<file path="config.mk">
export PLATFORM = sky130hd
export DESIGN_NAME = t08_memory_handler_flat
export DESIGN_NICKNAME = d
export VERILOG_FILES = /design/src/rtl/t08_mem_pkg.sv /design/src/rtl/t08_memory_handler_if.sv /design/src/rtl/t08_load_extend.sv /design/src/rtl/t08_memory_handler.sv /design/src/flat_wrapper.sv
export SDC_FILE = /design/constraint.sdc
export NUM_CORES = 1
export LEC_CHECK = 0
export CAP_MARGIN = 20
export CORE_MARGIN = 10
export CORE_UTILIZATION = 39
export DETAILED_ROUTE_END_ITERATION = 7
export MAX_ROUTING_LAYER = met4
export PLACE_DENSITY_LB_ADDON = 0.15
export SYNTH_ARGS = -nofsm -noshare
export SYNTH_HDL_FRONTEND = slang
export SYNTH_SLANG_ARGS = --single-unit
</file>
<file path="constraint.sdc">
create_clock -name clk -period 1.6 [get_ports clk]
set_input_delay 0.24 -clock clk [delete_from_list [all_inputs] [get_ports clk]]
set_output_delay 0.24 -clock clk [all_outputs]
set_load 0.02 [all_outputs]
</file>
<file path="src/rtl/t08_mem_pkg.sv">
// t08_mem_pkg -- shared types and helpers for the t08 memory handler.
//   state_e          : handler FSM states (IDLE, BUSY, DONE)
//   F3_*             : funct3 access-size encodings
//   access_legal()   : alignment / encoding / request legality check
//   lane_sel()       : byte-lane enables for a size and byte offset
package t08_mem_pkg;

  typedef enum logic [1:0] {
    IDLE,
    BUSY,
    DONE
  } state_e;

  localparam logic [2:0] F3_B  = 3'b000;
  localparam logic [2:0] F3_H  = 3'b001;
  localparam logic [2:0] F3_W  = 3'b010;
  localparam logic [2:0] F3_BU = 3'b100;
  localparam logic [2:0] F3_HU = 3'b101;

  function automatic logic access_legal(input logic       rd,
                                        input logic       wr,
                                        input logic [2:0] f3,
                                        input logic [1:0] off);
    logic ok;
    ok = 1'b0;
    case (f3)
      F3_B, F3_BU: ok = 1'b1;
      F3_H, F3_HU: ok = ~off[0];
      F3_W:        ok = (off == 2'b00);
      default:     ok = 1'b0;
    endcase
    // Unsigned variants exist only for loads.
    if (wr && f3[2]) ok = 1'b0;
    if (rd && wr)    ok = 1'b0;
    return ok;
  endfunction

  function automatic logic [3:0] lane_sel(input logic [2:0] f3,
                                          input logic [1:0] off);
    logic [3:0] s;
    case (f3[1:0])
      2'b00:   s = 4'b0001 << off;
      2'b01:   s = 4'b0011 << off;
      default: s = 4'b1111;
    endcase
    return s;
  endfunction

endpackage

</file>
<file path="src/rtl/t08_memory_handler_if.sv">
// t08_memory_handler_if -- data-bus signals between the memory handler
// (master) and the data-bus manager (slave).
//   bus_addr  32  word-aligned address         (master -> slave)
//   bus_wdata 32  lane-replicated store data   (master -> slave)
//   bus_sel    4  byte-lane enables            (master -> slave)
//   bus_re     1  read request                 (master -> slave)
//   bus_we     1  write request                (master -> slave)
//   bus_rdata 32  read data                    (slave -> master)
//   bus_ack    1  one-cycle transfer complete  (slave -> master)
interface t08_memory_handler_if;
  logic [31:0] bus_addr;
  logic [31:0] bus_wdata;
  logic [3:0]  bus_sel;
  logic        bus_re;
  logic        bus_we;
  logic [31:0] bus_rdata;
  logic        bus_ack;

  modport master (
    output bus_addr, bus_wdata, bus_sel, bus_re, bus_we,
    input  bus_rdata, bus_ack
  );

  modport slave (
    input  bus_addr, bus_wdata, bus_sel, bus_re, bus_we,
    output bus_rdata, bus_ack
  );
endinterface

</file>
<file path="src/rtl/t08_load_extend.sv">
// t08_load_extend -- combinational load alignment and extension.
//   rdata_i  32  raw bus word
//   offset_i  2  byte offset within the word
//   funct3_i  3  access size / signedness
//   data_o   32  selected byte/half, sign- or zero-extended (word passes through)
module t08_load_extend
  import t08_mem_pkg::*;
(
  input  logic [31:0] rdata_i,
  input  logic [1:0]  offset_i,
  input  logic [2:0]  funct3_i,
  output logic [31:0] data_o
);

  logic [7:0]  byte_v;
  logic [15:0] half_v;

  always_comb begin
    byte_v = rdata_i[7:0];
    case (offset_i)
      2'd0: byte_v = rdata_i[7:0];
      2'd1: byte_v = rdata_i[15:8];
      2'd2: byte_v = rdata_i[23:16];
      2'd3: byte_v = rdata_i[31:24];
      default: byte_v = rdata_i[7:0];
    endcase
    half_v = offset_i[1] ? rdata_i[31:16] : rdata_i[15:0];

    case (funct3_i)
      F3_B:    data_o = {{24{byte_v[7]}}, byte_v};
      F3_BU:   data_o = {24'h0, byte_v};
      F3_H:    data_o = {{16{half_v[15]}}, half_v};
      F3_HU:   data_o = {16'h0, half_v};
      default: data_o = rdata_i;
    endcase
  end

endmodule

</file>
<file path="src/rtl/t08_memory_handler.sv">
// t08_memory_handler -- executes RV32I loads/stores on the data bus and
// stalls the core until the access completes.
//   clk, rst     clock, synchronous active-high reset
//   read, write  load / store request from the control unit
//   funct3       access size (B, H, W, BU, HU)
//   address      byte address from the ALU
//   store_data   rs2 value for stores
//   load_data    extended load result, held until the next load completes
//   freeze       stall PC / register writes
//   mem_err      one-cycle pulse on illegal access or bus timeout
//   bus          data-bus master port (t08_memory_handler_if.master)
// Optional bus timeout: define T08_MEM_TIMEOUT_EN (parameter TIMEOUT_CYCLES).
module t08_memory_handler
  import t08_mem_pkg::*;
#(
  parameter int unsigned TIMEOUT_CYCLES = 64
)
(
  input  logic                        clk,
  input  logic                        rst,
  input  logic                        read,
  input  logic                        write,
  input  logic [2:0]                  funct3,
  input  logic [31:0]                 address,
  input  logic [31:0]                 store_data,
  output logic [31:0]                 load_data,
  output logic                        freeze,
  output logic                        mem_err,
  t08_memory_handler_if.master        bus
);

  state_e      state_q, state_d;
  logic [31:0] addr_q, wdata_q, load_q;
  logic [3:0]  sel_q;
  logic        re_q, we_q, err_q;
  logic [1:0]  off_q;
  logic [2:0]  f3_q;
  logic [31:0] ext_data;
  logic [31:0] wdata_rep;
  logic        start, legal, timeout_hit;

  assign start = read | write;
  assign legal = access_legal(read, write, funct3, address[1:0]);

  t08_load_extend u_ext (
    .rdata_i  (bus.bus_rdata),
    .offset_i (off_q),
    .funct3_i (f3_q),
    .data_o   (ext_data)
  );

  always_comb begin
    case (funct3[1:0])
      2'b00:   wdata_rep = {4{store_data[7:0]}};
      2'b01:   wdata_rep = {2{store_data[15:0]}};
      default: wdata_rep = store_data;
    endcase
  end

`ifdef T08_MEM_TIMEOUT_EN
  localparam int unsigned CW = $clog2(TIMEOUT_CYCLES) + 1;
  logic [CW-1:0] cnt_q;

  // Held at zero outside BUSY, so it is already clear on BUSY entry.
  always_ff @(posedge clk) begin
    if (rst || state_q != BUSY) cnt_q <= '0;
    else                        cnt_q <= cnt_q + 1'b1;
  end

  always_comb begin
    timeout_hit = (state_q == BUSY) && !bus.bus_ack &&
                  (32'(cnt_q) == TIMEOUT_CYCLES - 32'd1);
  end
`else
  always_comb timeout_hit = 1'b0;
`endif

  always_ff @(posedge clk) begin
    if (rst) state_q <= IDLE;
    else     state_q <= state_d;
  end

  always_comb begin
    state_d = state_q;
    case (state_q)
      IDLE: if (start) state_d = legal ? BUSY : DONE;
      BUSY: if (bus.bus_ack || timeout_hit) state_d = DONE;
      DONE: state_d = IDLE;
      default: state_d = IDLE;
    endcase
  end

  always_comb begin
    freeze = ((state_q == IDLE) && start) || (state_q == BUSY);
  end

  always_ff @(posedge clk) begin
    if (rst) begin
      addr_q  <= '0;
      wdata_q <= '0;
      sel_q   <= '0;
      re_q    <= 1'b0;
      we_q    <= 1'b0;
      off_q   <= '0;
      f3_q    <= '0;
      load_q  <= '0;
      err_q   <= 1'b0;
    end else begin
      err_q <= 1'b0;
      case (state_q)
        IDLE: begin
          if (start) begin
            if (legal) begin
              addr_q  <= {address[31:2], 2'b00};
              wdata_q <= wdata_rep;
              sel_q   <= lane_sel(funct3, address[1:0]);
              re_q    <= read;
              we_q    <= write;
              off_q   <= address[1:0];
              f3_q    <= funct3;
            end else begin
              err_q <= 1'b1;
            end
          end
        end
        BUSY: begin
          if (bus.bus_ack) begin
            re_q <= 1'b0;
            we_q <= 1'b0;
            if (re_q) load_q <= ext_data;
          end else if (timeout_hit) begin
            re_q  <= 1'b0;
            we_q  <= 1'b0;
            err_q <= 1'b1;
          end
        end
        default: ;
      endcase
    end
  end

  assign bus.bus_addr  = addr_q;
  assign bus.bus_wdata = wdata_q;
  assign bus.bus_sel   = sel_q;
  assign bus.bus_re    = re_q;
  assign bus.bus_we    = we_q;
  assign load_data     = load_q;
  assign mem_err       = err_q;

endmodule

</file>
<file path="src/flat_wrapper.sv">
// flat-port wrapper written by rule: the top's interface ports become plain ports
module t08_memory_handler_flat import t08_mem_pkg::*;
#(
  parameter int unsigned TIMEOUT_CYCLES = 64
)
  (clk, rst, read, write, funct3, address, store_data, load_data, freeze, mem_err, bus_bus_addr, bus_bus_wdata, bus_bus_sel, bus_bus_re, bus_bus_we, bus_bus_rdata, bus_bus_ack);
  t08_memory_handler_if bus_i ();
  input  logic clk;
  input  logic rst;
  input  logic read;
  input  logic write;
  input  logic [2:0] funct3;
  input  logic [31:0] address;
  input  logic [31:0] store_data;
  output logic [31:0] load_data;
  output logic freeze;
  output logic mem_err;
  output wire logic [$bits(bus_i.bus_addr)-1:0] bus_bus_addr;
  output wire logic [$bits(bus_i.bus_wdata)-1:0] bus_bus_wdata;
  output wire logic [$bits(bus_i.bus_sel)-1:0] bus_bus_sel;
  output wire logic [$bits(bus_i.bus_re)-1:0] bus_bus_re;
  output wire logic [$bits(bus_i.bus_we)-1:0] bus_bus_we;
  input wire logic [$bits(bus_i.bus_rdata)-1:0] bus_bus_rdata;
  input wire logic [$bits(bus_i.bus_ack)-1:0] bus_bus_ack;
  assign bus_bus_addr = bus_i.bus_addr;
  assign bus_bus_wdata = bus_i.bus_wdata;
  assign bus_bus_sel = bus_i.bus_sel;
  assign bus_bus_re = bus_i.bus_re;
  assign bus_bus_we = bus_i.bus_we;
  assign bus_i.bus_rdata = bus_bus_rdata;
  assign bus_i.bus_ack = bus_bus_ack;
  t08_memory_handler #(.TIMEOUT_CYCLES(TIMEOUT_CYCLES)) u_core (.clk(clk), .rst(rst), .read(read), .write(write), .funct3(funct3), .address(address), .store_data(store_data), .load_data(load_data), .freeze(freeze), .mem_err(mem_err), .bus(bus_i));
endmodule
</file>
After elaboration in Yosys (flattened, before gate mapping) --
Cells that the tools add are included.
Cells by class: bitwise logic cells 4, equal/unequal tests 15, reduce and logical (&&, ||, !) cells 18, shift-type cells 2, multiplexer cells 20
Operators with widths (number):
- case mux 32 bit (4 select lines) | 1
- case mux 32 bit (2 select lines) | 1
- case mux 8 bit (4 select lines) | 1
- 2-to-1 mux 16 bit | 1
- equality test 3 bit, second input constant | 4
- zero test 2 bit | 4
- 2-to-1 mux 1 bit | 8
- case mux 4 bit (2 select lines) | 1
- equality test 2 x 1 -> 1 bit, second input constant | 3
- equality test 3 x 1 -> 1 bit, second input constant | 2
- zero test 3 bit | 2
- 2-to-1 mux 2 bit | 3
- AND reduction 3 bit | 2
- equality test 2 bit, second input constant | 2
- inequality test 2 x 1 -> 1 bit, second input constant | 2
- case mux 1 bit (2 select lines) | 2
- case mux 2 bit (2 select lines) | 1
- AND reduction 4 bit | 1
- OR reduction 2 bit | 2
- << shifter 1 x 2 -> 4 bit, first input constant | 1
- << shifter 2 x 2 -> 4 bit, first input constant | 1
- equality test 3 x 2 -> 1 bit, second input constant | 1
- logical AND 1 bit | 3
- inverter 1 bit | 3
- 7 further kinds | 7
Storage, ports and cells: bits in registers 108, output and inout port bits 104, input port bits 104, logic and storage cells 69

Depth between registers and ports, before layout --
depth after elaboration 8, depth in mapped cells 7, mapped depth without buffers 4

Hierarchy --
Synthesis repeated with hierarchy kept, for this count alone.
Unflattened totals: cells, all modules 643, area, all modules 4864.7 um^2
By module, submodules not included:
- t08_memory_handler | cells each 532, area each 4196.5 um^2, seq. area each 2162.1 um^2, times used 1
- t08_load_extend | cells each 111, area each 668.1 um^2, seq. area each 0.0 um^2, times used 1

Least setup slack after synthesis --
Ideal clock, no wire load.
path kind register to register, start register u_core.re_q, in the netlist u_core.bus.bus_re, end register u_core.load_q[20], in the netlist u_core.load_data[20], library setup time 0.134 ns, stages on the path, launching flop included 7, arrival 1.603 ns, required time 1.466 ns, clock period less this slack 1.737 ns, path slack -0.137 ns, path buffers 2, cells stage by stage dfxtp_1 -> inv_1 -> or3_1 -> buf_2 -> o31ai_4 -> buf_6 -> a211oi_1
On the way: longest elaborated chain between the ends 1
RTL lines:
- from (decl) | line t08_memory_handler.sv:35 | logic re_q, we_q, err_q;
- from (signal assigned) | line t08_memory_handler.sv:117 | re_q <= read;
- AND reduction 3 bit (no source line)
- to (signal assigned) | line t08_memory_handler.sv:130 | if (re_q) load_q <= ext_data;
- to (decl) | line t08_memory_handler.sv:33 | logic [31:0] addr_q, wdata_q, load_q;
No other way between the ends. A chain may end at the register's enable or synchronous reset.

Worst setup path in the final report --
start register u_core.off_q[0], end register u_core.load_q[17], in the netlist u_core.load_data[17]
On the way: longest elaborated chain between the ends 3, elaborated cells between the ends (all ways) 6, classes of those cells eq/ne (3); mux (2); reduce/logical (1)
RTL lines:
- from (decl) | line t08_memory_handler.sv:36 | logic [1:0] off_q;
- from (signal assigned) | line t08_memory_handler.sv:119 | off_q <= address[1:0];
- equality test 2 bit (tied with other cells) | line t08_load_extend.sv:20 | case (offset_i)
- case mux 8 bit (4 select lines) * | line t08_load_extend.sv:20
- case mux 32 bit (4 select lines) * | line t08_load_extend.sv:29 | case (funct3_i)
Every way passes the cells marked *; elsewhere a longest branch is shown, timed or not.

==> results by group <==
Outcome
  • Status: finished, violations left
  • Failing checks: setup timing

Layout
  • Ant. Diodes: 0
  • Layout area overhead: 62.17%
  • FILL cells: 1,073
  • Share of cells above drive strength 1: 12.14%
  • Commonest cells after routing, fill and taps aside: clkdlybuf4s50_1, dfxtp_1, a21oi_1
  • Most common cell after layout, fill and taps aside: clkdlybuf4s50_1
  • Non-filler cells, final: roughly 980
  • Number of nets in the layout: 907

STA
  • FMAX: roughly 620 MHz
  • Final WS setup: -0.002556 ns
  • Final worst-path cycle share: 100.2%
  • Count of final hold-check violations: 0
  • Clk_skew: 0.005590 ns
  • Final Slew Violations: 0
  • Setup Viol. Count Final: 1
  • RSZ-0062 raised after global routing: yes
  • Final min period: 1.603 ns

Global routing
  • Global-route wire length before repair: 28,880 um
  • GRT Total Usage: 20.76%
  • Vias in the first global route: about 5,400
  • GRT overflow: 0
  • Largest net degree at the start of global routing: 45
  • Initial antenna violation count: 0

Critical path
  • CP arrival: ~1.8 ns
  • CP Capture Type: flop
  • Crit path launch: u_core.off_q[0]$_SDFFE_PP0P_
  • Critical-path top delay cell: dfxtp_4
  • Crit Path Class: flop to flop
  • R2r startpoint: u_core.off_q[0]$_SDFFE_PP0P_
  • Critical-path cell list: mux2_4 -> a32o_2 -> o31ai_4 -> buf_12 -> a211oi_1
  • Critical Path RT: 1.82 ns
  • Startpoint Class: flop
  • Worst path max stage delay: 0.37 ns
  • Crit Path Max Fanout: 16

Clocking
  • CTS tree: yes
  • Num CTS Buffers: 9
  • Sinks on the clock net: 108
  • Clock transition at path regs: approximately 0.070 ns
  • Deepest clock path buffer count: 2
  • Worst skew pair latency: 0.34 ns
  • H-tree Lvls: 3
  • Clock root buffer: clkbuf_16

Pwr
  • Sw Share: approximately 29%
  • Leak: around 0.0029 uW
  • Reg power frac: 43.2%
  • Psw: 1920 uW
  • Combinational share of power: 24.9%
  • Clock power share: 31.9%
  • Power Internal: about 4700 uW
  • Power per unit of standard cell area: 846.7 mW/mm^2
  • Peak supply drop: 0.4627 mV

Die
  • Chip height: 131.6 um
  • Die Span X: 131.6 um
  • Site Rows: 40
  • Num ports: 208
  • Starting Density: 40.09%
  • Die ar.: 0.01731 sq mm
  • Area of the core: 0.01211 sq mm

Synthesis
  • Synthesis-stage register bit count: 108
  • Synthesized area per cell: between 8 and 9 sq um
  • Post-synthesis sequential area ratio: between 40% and 50%
  • Distinct cells, synth: 39
  • Area of the mapped netlist: 0.004856 sq mm
  • Yosys warnings: 0
  • Mapped Cells: 591

Drt
  • Avg Vias per Cell: 5.526
  • Routed len/inst: 19.32 um
  • Total Routed Length: 18,840 um
  • Initial DRT Pass Iterations: 5
  • # DRC: 0
  • Vias: about 5,400
  • 1st-iter DRT viols: 354
  • Post-DRT Antenna Nets: 0

Place
  • Place WS: -0.5137 ns
  • Routability cong.: 0.8482
  • Post-DP HPWL: between 10,000 and 15,000 um
  • Placed Instances: 954
  • IO Port Bufs: ~200

Worst hold path
  • HP Start: rst
  • Hold Path Class: input port to flop

Run
  • MaxCap Viol Count: 0
[cells by family (layout without fill, tap and decap cells)]
group | Yosys count | after routing | share of synthesized area [%]
buf+inv | 71 | 286 | 6.339
simple gates | 145 | 145 | 13.32
compound gates | 239 | 239 | 30.12
mux | 27 | 27 | 5.617
flops | 108 | 108 | 44.52
other cells | 1 | 2 | 0.07723
[state kept, by name (all words and copies together), names as in the netlist]
name / count
u_core.bus.bus_addr: 30
u_core.bus.bus_re: 1
u_core.f3_q: 3
u_core.state_q: 2
u_core.bus.bus_wdata: 32
u_core.mem_err: 1
u_core.off_q: 2
u_core.load_data: 32
u_core.bus.bus_sel: 4
u_core.bus.bus_we: 1
[critical path, delay by kind of cell (launching register included)]
kind                   cells  cell delay, ns
AOI/OAI and AO/OA          3            0.63
DFF                        1            0.37
muxes                      1            0.30
buffers and inverters      1            0.19
[synthesized netlist by cell type (all sizes together)]
cell type	count	area (sq um)
a311oi	8	70.07
nor3b	1	7.510
conb	1	3.750
o32a	1	10.01
o31ai	1	21.27
nand4b	2	17.52
nor2b	2	12.51
o21bai	1	7.510
nor4	1	6.260
or3	2	12.51
dfxtp	108	2162
a32o	1	10.01
o211a	1	10.01
nand3	50	250.2
nand2	41	153.9
o211ai	8	60.06
a31oi	1	6.260
a2111oi	1	8.760
nor3	6	30.03
buf	22	123.9
a21o	1	7.510
inv	7	26.28
a221oi	1	8.760
nor2	39	146.4
mux2	2	22.52
a22o	8	70.07
a211oi	43	322.8
clkbuf	42	157.7
and4b	1	10.01
mux2i	25	250.2
o21ai	70	350.3
o41ai	2	17.52
o2111ai	1	8.760
a22oi	7	52.55
o21ba	1	10.01
a21oi	82	410.4
[metrics by stage]
step / utilization (%) / TNS [ns] / power [uW] / hold WS (ns) / area [sq um]
after global routing: 65.02 / -1.046 / 6946 / 0.3333 / 7875
after detailed placement: 60.74 / -41.36 / 4480 / 0.4557 / 7357
after CTS: 63.62 / -0.1197 / 6630 / 0.3285 / 7705
after global placement: 60.74 / -38.93 / 4450 / 0.4505 / 7357
final: 65.02 / -0.002556 / 6668 / 0.3220 / 7875
after floorplan: - / 0 / 3637 / 0.3802 / 4863
[final cells by class]
cell class / count / area (sq um) / area share [%]
repair buffers: 264 / 2709 / 34.40
flip-flops and latches: 108 / 2170 / 27.55
multi-input cells: 413 / 2484 / 31.54
clock inverters: 4 / 23.77 / 0.3019
inverters: 7 / 26.28 / 0.3337
well taps: 168 / 210.2 / 2.669
clock buffers: 11 / 252.7 / 3.209
[power by group through the flow]
stage | clock [uW] | combinational [uW] | sequential, uW
global route | 2280 | 1770 | 2890
CTS | 2170 | 1580 | 2880
floorplan | 0 | 582 | 3050
finish | 2130 | 1660 | 2880
detailed placement | 0 | 1540 | 2940
global placement | 0 | 1520 | 2930
[routing by layer]
layer  global-route usage [%]  vias to the layer above  wire length, um
li1                         -                     2581                -
met1                    22.76                     2586             7632
met2                    36.47                      202             9816
met3                    5.869                       19             1201
met4                    4.759                        0              187
met5                        -                        -                0
[path summary, 6_finish.rpt]
path	to	slack (ns)	depth (start not counted)
worst min register to register	u_core.bus.bus_we$_SDFFE_PP0P_	0.46	2
worst max register to register	u_core.load_data[17]$_SDFFE_PP0P_	-0.003	5
worst min-delay path	u_core.load_data[16]$_SDFFE_PP0P_	0.32	2
worst max-delay path	u_core.load_data[17]$_SDFFE_PP0P_	-0.003	5
[what timing repair did]
item,in CTS,in global routing
buffers inserted,2,1
gates resized for setup,20,37
pin swaps,2,5
hold buffers,0,0
endpoints found under the setup margin,95,63
cloned,1,2
Power figures use the tool's default switching activity.
